===== src/rtl/immgen_pkg.sv =====
// ============================================================================
// Module      : immgen_pkg
// Description : Shared types and RV32I opcode constants for the immediate
//               generator.
// Revision    : 1.0 - initial release
// ============================================================================
`default_nettype none

package immgen_pkg;

  typedef enum logic [2:0] {
    NONE = 3'd0,
    I    = 3'd1,
    S    = 3'd2,
    B    = 3'd3,
    U    = 3'd4,
    J    = 3'd5
  } imm_fmt_t;

  localparam logic [6:0] OP_LOAD     = 7'b0000011;
  localparam logic [6:0] OP_IMM      = 7'b0010011;
  localparam logic [6:0] OP_JALR     = 7'b1100111;
  localparam logic [6:0] OP_MISC_MEM = 7'b0001111;
  localparam logic [6:0] OP_SYSTEM   = 7'b1110011;
  localparam logic [6:0] OP_STORE    = 7'b0100011;
  localparam logic [6:0] OP_BRANCH   = 7'b1100011;
  localparam logic [6:0] OP_LUI      = 7'b0110111;
  localparam logic [6:0] OP_AUIPC    = 7'b0010111;
  localparam logic [6:0] OP_JAL      = 7'b1101111;

endpackage

`default_nettype wire


===== src/rtl/immgen_decode.sv =====
// ============================================================================
// Module      : immgen_decode
// Description : Combinational opcode to immediate-format decode. Unknown-opcode
//               detection is compiled only when IMMGEN_ILLEGAL_EN is defined.
// Revision    : 1.0 - initial release
// ============================================================================
`default_nettype none

module immgen_decode
  import immgen_pkg::*;
(
  input  logic [6:0] opcode_i,
  output imm_fmt_t   fmt_o,
  output logic       illegal_o
);

  always_comb begin
    fmt_o = NONE;
    case (opcode_i)
      OP_LOAD, OP_IMM, OP_JALR,
      OP_MISC_MEM, OP_SYSTEM: fmt_o = I;
      OP_STORE:               fmt_o = S;
      OP_BRANCH:              fmt_o = B;
      OP_LUI, OP_AUIPC:       fmt_o = U;
      OP_JAL:                 fmt_o = J;
      default:                fmt_o = NONE;
    endcase
  end

`ifdef IMMGEN_ILLEGAL_EN
  // Every listed opcode maps to a real format, so NONE means "not in the table".
  assign illegal_o = (fmt_o == NONE);
`else
  assign illegal_o = 1'b0;
`endif

endmodule

`default_nettype wire


===== src/rtl/immgen.sv =====
// ============================================================================
// Module      : immgen
// Description : RV32I immediate generator with combinational and registered
//               outputs. Optional macro: IMMGEN_ILLEGAL_EN.
// Revision    : 1.0 - initial release
// ============================================================================
`default_nettype none

module immgen
  import immgen_pkg::*;
(
  input  logic        clk,
  input  logic        rst_n,
  input  logic [31:0] instr,
  input  logic        en,
  output logic [31:0] imm,
  output imm_fmt_t    fmt,
  output logic [31:0] imm_q,
  output imm_fmt_t    fmt_q,
  output logic        illegal
);

  logic [31:0] imm_d;
  imm_fmt_t    fmt_d;
  logic        w_sign;

  immgen_decode u_decode (
    .opcode_i  (instr[6:0]),
    .fmt_o     (fmt),
    .illegal_o (illegal)
  );

  assign w_sign = instr[31];

  always_comb begin
    imm = 32'd0;
    case (fmt)
      I:       imm = {{20{w_sign}}, instr[31:20]};
      S:       imm = {{20{w_sign}}, instr[31:25], instr[11:7]};
      B:       imm = {{19{w_sign}}, instr[31], instr[7], instr[30:25], instr[11:8], 1'b0};
      U:       imm = {instr[31:12], 12'd0};
      J:       imm = {{11{w_sign}}, instr[31], instr[19:12], instr[20], instr[30:21], 1'b0};
      default: imm = 32'd0;
    endcase
  end

  always_comb begin
    imm_d = imm_q;
    fmt_d = fmt_q;
    if (en) begin
      imm_d = imm;
      fmt_d = fmt;
    end
  end

  always_ff @(posedge clk or negedge rst_n) begin
    if (!rst_n) begin
      imm_q <= 32'd0;
      fmt_q <= NONE;
    end else begin
      imm_q <= imm_d;
      fmt_q <= fmt_d;
    end
  end

endmodule

`default_nettype wire


===== config.mk =====
export PLATFORM = sky130hd
export DESIGN_NAME = immgen
export DESIGN_NICKNAME = d
export VERILOG_FILES = /design/src/rtl/immgen_pkg.sv /design/src/rtl/immgen_decode.sv /design/src/rtl/immgen.sv
export SDC_FILE = /design/constraint.sdc
export NUM_CORES = 1
export LEC_CHECK = 0
export BUFFER_PORTS_ARGS = -buffer_cell sky130_fd_sc_hd__buf_2
export CAP_MARGIN = 15
export CORE_ASPECT_RATIO = 1.5
export CORE_UTILIZATION = 48
export DETAILED_ROUTE_END_ITERATION = 8
export HOLD_SLACK_MARGIN = 0.05
export PLACE_DENSITY = 0.86
export SYNTH_ARGS = -nofsm -noshare
export SYNTH_HDL_FRONTEND = slang
export SYNTH_SLANG_ARGS = --single-unit

===== constraint.sdc =====
create_clock -name clk -period 4.2 [get_ports clk]
set_clock_uncertainty 0.05 [all_clocks]
set_input_delay 0.84 -clock clk [delete_from_list [all_inputs] [get_ports clk]]
set_output_delay 0.84 -clock clk [all_outputs]
set_load 0.01 [all_outputs]

==> Word-level counts from Yosys, hierarchy flattened <==
Index checks and enable logic that the tools add are counted.
{ "classes": {"mux": 2, "eq_ne": 15, "n_shift": 0, "reduce_logical": 2, "div_mod_pow": 0, "order_cmp": 0, "add_sub_neg": 0, "n_bitwise": 0, "n_mul": 0} }
{ "ops": {"columns": ["op", "count"], "rows": [
  ["one-hot mux 32 bit (5 select lines)", 1],
  ["equality test 7 bit, second input constant", 4],
  ["one-hot mux 3 bit (5 select lines)", 1],
  ["equality test 7 x 5 -> 1 bit, second input constant", 2],
  ["equality test 7 x 6 -> 1 bit, second input constant", 2],
  ["equality test 7 x 2 -> 1 bit, second input constant", 1],
  ["equality test 7 x 4 -> 1 bit, second input constant", 1],
  ["equality test 3 x 2 -> 1 bit, second input constant", 2],
  ["equality test 3 bit, second input constant", 2],
  ["OR reduction 5 bit", 1],
  ["equality test 3 x 1 -> 1 bit, second input constant", 1],
  ["OR reduction 2 bit", 1]
]} }
{ "word_totals": {"latchBits": 0, "ram_bits": 0, "memories": 0, "reg_bits": 35, "word_cells": 21, "mem_bits_ro": 0} }

==> Longest topological paths before layout <==
{ "depth": {"word_depth": 5, "depth_mapped": 7} }

==> By module <==
Synthesis repeated with hierarchy kept, for this count alone.
{ "unflattened": {"hier_cells": 194, "hier_area_um2": 1818.0} }
{ "by_module_without_submodules": {"columns": ["module", "n_inst", "area_each_um2", "cells_per_inst"], "rows": [
  ["immgen", 1, 1719.1, 181],
  ["immgen_decode", 1, 98.8, 13]
]} }

==> Worst setup path after synthesis <==
Ideal clock, no wire load.
{ "synth_path": {"kind": "input port to output port", "start": "in instr[4]", "end": "out imm[11]", "path_slack_ns": 1.390, "t_arrival_ns": 1.920, "cell_stages": 6, "cell_sequence": "buf_4 -> nor4b_2 -> nand2_1 -> inv_2 -> a22oi_1 -> o21bai_1"} }
{ "synth_between": {"elab_chain_len": 5, "elab_cells_between_ends": 19, "classes_between": "eq/ne: 15; mux: 2; reduce/logical: 2"} }
{ "synth_lines": {"columns": ["item", "line_no", "rtl"], "rows": [
  ["start, declared", "immgen.sv:14", "input logic [31:0] instr,"],
  ["equality test 7 x 2 -> 1 bit, or another cell as far along", "immgen_decode.sv:19", "case (opcode_i)"],
  ["OR reduction 5 bit / OR reduction 2 bit (equally long branches)", "immgen_decode.sv:19", null],
  ["one-hot mux 3 bit (5 select lines) *", "immgen_decode.sv:19", null],
  ["via fmt[1]", "immgen.sv:17", "output imm_fmt_t fmt,"],
  ["equality test 3 bit, or another cell as far along", "immgen.sv:37", "case (fmt)"],
  ["one-hot mux 32 bit (5 select lines) *", "immgen.sv:37", null],
  ["end, declared", "immgen.sv:16", "output logic [31:0] imm,"]
]} }
Mark *: on every way through the listed nets, which the timed path passes. The rest lies on a longest branch.

==> Worst setup path after layout <==
{ "layout_path": {"start": "in instr[1]", "end": "out imm[28]"} }
{ "layout_between": {"elab_chain_len": 5, "elab_cells_between_ends": 19, "classes_between": "eq/ne: 15; mux: 2; reduce/logical: 2"} }
{ "layout_lines": {"columns": ["item", "line_no"], "rows": [
  ["equality test 7 x 2 -> 1 bit, or another cell as far along", "immgen_decode.sv:19"],
  ["OR reduction 5 bit / OR reduction 2 bit (equally long branches)", "immgen_decode.sv:19"],
  ["one-hot mux 3 bit (5 select lines) *", "immgen_decode.sv:19"],
  ["equality test 3 bit, or another cell as far along", "immgen.sv:37"],
  ["one-hot mux 32 bit (5 select lines) *", "immgen.sv:37"]
]} }
Every way passes the cells marked *; elsewhere a longest branch is shown, timed or not.

==> results.json <==
{
  "outcome": "completed",
  "io_pins": 106,
  "clkLatencyLatePin_ns": 0.28,
  "via_count": 1923,
  "cts_root_buf": "clkbuf_8",
  "fin_tns_setup_ns": 0,
  "start_util_pct": 50.9,
  "fin_util_pct": 66.5,
  "placed_cell_area_um2": 2390,
  "io_buffers": 104,
  "die_area_um2": 4230,
  "ys_ff_latch": 35,
  "diodes": 0,
  "leakagePower_nw": 1.47,
  "postRouteAntennaNets": 0,
  "setup_slack_ns": 0.976,
  "postCtsHoldBufs": 0,
  "worst_setup_path_start_kind": "input port",
  "grt-ovfl-total": 0,
  "synth_edf_count": 0,
  "ctsHtreeMaxLevel": 2,
  "synth.yosys.seq_area_share_pct": 45.9,
  "final.fill_count": 321,
  "clock-sinks": 35,
  "antenna_found_initial": 0,
  "async_flop_share_pct": 100,
  "post_cts_resized": 0,
  "fp-row-count": 27,
  "drive_gt1_share_pct": 44.2,
  "place_congestion": 0.792,
  "drtPass1Iterations": 4,
  "synthFlopType": "dfrtp_1",
  "area_delta_synth_final_pct": 30.7,
  "clock_path_buffers": 2,
  "grt_pass1_vias": 1685,
  "cts_tree": "done",
  "post-route-period-util_pct": 76.8,
  "arrival_ns": 2.33,
  "final_cells": 353,
  "finalHoldViolCount": 0,
  "ys_types": 39,
  "multi_input_area_um2": 931,
  "grt_pass1_wl_mm": 7.42,
  "grt_setup_unrepaired": "no",
  "drc_errors": 0,
  "hold_class": "reg2reg",
  "die_x_um": 53.5,
  "hold_slack_ns": 0.458,
  "die_h_um": 79.2,
  "core-area_um2": 3750,
  "fmax_ghz": 0.310,
  "dp_worst_setup_slack_ns": 0.971,
  "synth_area_um2": 1910,
  "post-route-cell-area_um2": 2490,
  "fin_crit_ns": 3.22,
  "viasPerCell": 5.45,
  "dp_hpwl_mm": 3.67,
  "grt_use_total_pct": 24.1,
  "maxCapViolCount": 0,
  "grt_max_degree": 61,
  "layout.nets": 344,
  "crit_required_ns": 3.31,
  "clkTransAtPathRegs_ns": 0.06,
  "syn_area_per_cell_um2": 8.87,
  "syn_inst": 215,
  "regArea_um2": 876,
  "post_cts_buffers": 0,
  "power_mw": 0.764,
  "timing.slew.headroom_pct": 32.6,
  "crit_fanout": 15,
  "wirelength_mm": 4.88,
  "dp.cells": 345,
  "yosysWarnings": 0,
  "wl_per_cell_um": 13.8,
  "finalMaxSlewViolations": 0,
  "worstMarginPinSlew_ns": 1.01,
  "crit_type": "in2out",
  "setup_viol": 0,
  "cts_buffers": 5,
  "syn-num-nets": 250,
  "cp-end-kind": "output port",
  "p_per_area_nw_per_um2": 306,
  "drtIter0Drc": 66,
  "ir_worst_vdd_uv": 225
}
-- final timing paths --
check	from	to	slack, ns	cells after the start
worst max-delay path	instr[1]	imm[28]	0.98	7
worst min-delay path	imm_q[6]	imm_q[6]	0.46	1
worst max register to register	imm_q[5]	imm_q[5]	3.39	1
worst min register to register	imm_q[6]	imm_q[6]	0.46	1
max in group asynchronous	rst_n	imm_q[14]	3.05	1
min in group asynchronous	rst_n	imm_q[24]	0.57	1
-- layer usage --
layer  vias up  global-route usage, %  routed length [um]
met5         -                      0                   0
met4         0                   14.5                 181
met3        15                   4.41                 289
met2        77                   40.0                2470
met1       903                   27.5                1950
li1        928                      -                   -
-- cells in the mapped netlist (2+ instances only) --
cell      instances  area, um2
mux2_2            9        101
nor2_1           25       93.8
dfrtp_1          35        876
o21ai_2           2       17.5
clkbuf_1          8       30.0
nor2_2            3       18.8
o21ai_1           3       15.0
buf_2             5       25.0
nand2_1          53        199
inv_1             2       7.51
and3_1            7       43.8
nand3_2           3       30.0
nand3_1           7       35.0
buf_4             3       22.5
a31oi_1          25        156
nand3b_1          2       15.0
-- flip-flops by register name (all words and copies together), names as in the netlist --
| signal | count |
|---|---|
| imm_q | 32 |
| fmt_q | 3 |
-- logic make-up after synthesis --
logic type,synth area share [%]
and+or+nand+nor,26.8
muxes,5.84
DFF,45.9
xor gates and xnor gates,0.459
buffers and inverters,5.25
other,0.197
AOI/OAI and AO/OA,15.5
-- cells in the final DEF, fill, tap and decap left out, types with 2 or more instances in the layout --
cell type	n
buf_2	104
inv_1	2
nor2_1	25
dfrtp_1	35
nand3b_1	2
o21ai_2	2
nand3_2	3
nand3_1	7
a31oi_1	25
and3_1	7
o21ai_1	3
mux2_2	9
nand2_1	53
nor2_2	3
clkbuf_8	7
-- power breakdown --
group,leakage [nW],switching [mW],internal (mW)
clock,0.0515,0.111,0.149
sequential,0.451,0.0106,0.358
combinational,0.964,0.0799,0.0554
-- worst max-delay path, stage by stage --
cell	delay, ns
buf_2	0.07
and2_1	0.42
nand2_1	0.20
nor2_2	0.41
nand2_1	0.15
nand2_1	0.09
buf_2	0.14
-- cell type report --
type / count / share of cell area (%)
multi-input combinational: 160 / 37.3
sequential: 35 / 35.1
timing repair buffer: 104 / 20.9
clock buffer: 8 / 4.02
tap: 43 / 2.16
inverter: 3 / 0.452
Power figures use the tool's default switching activity.
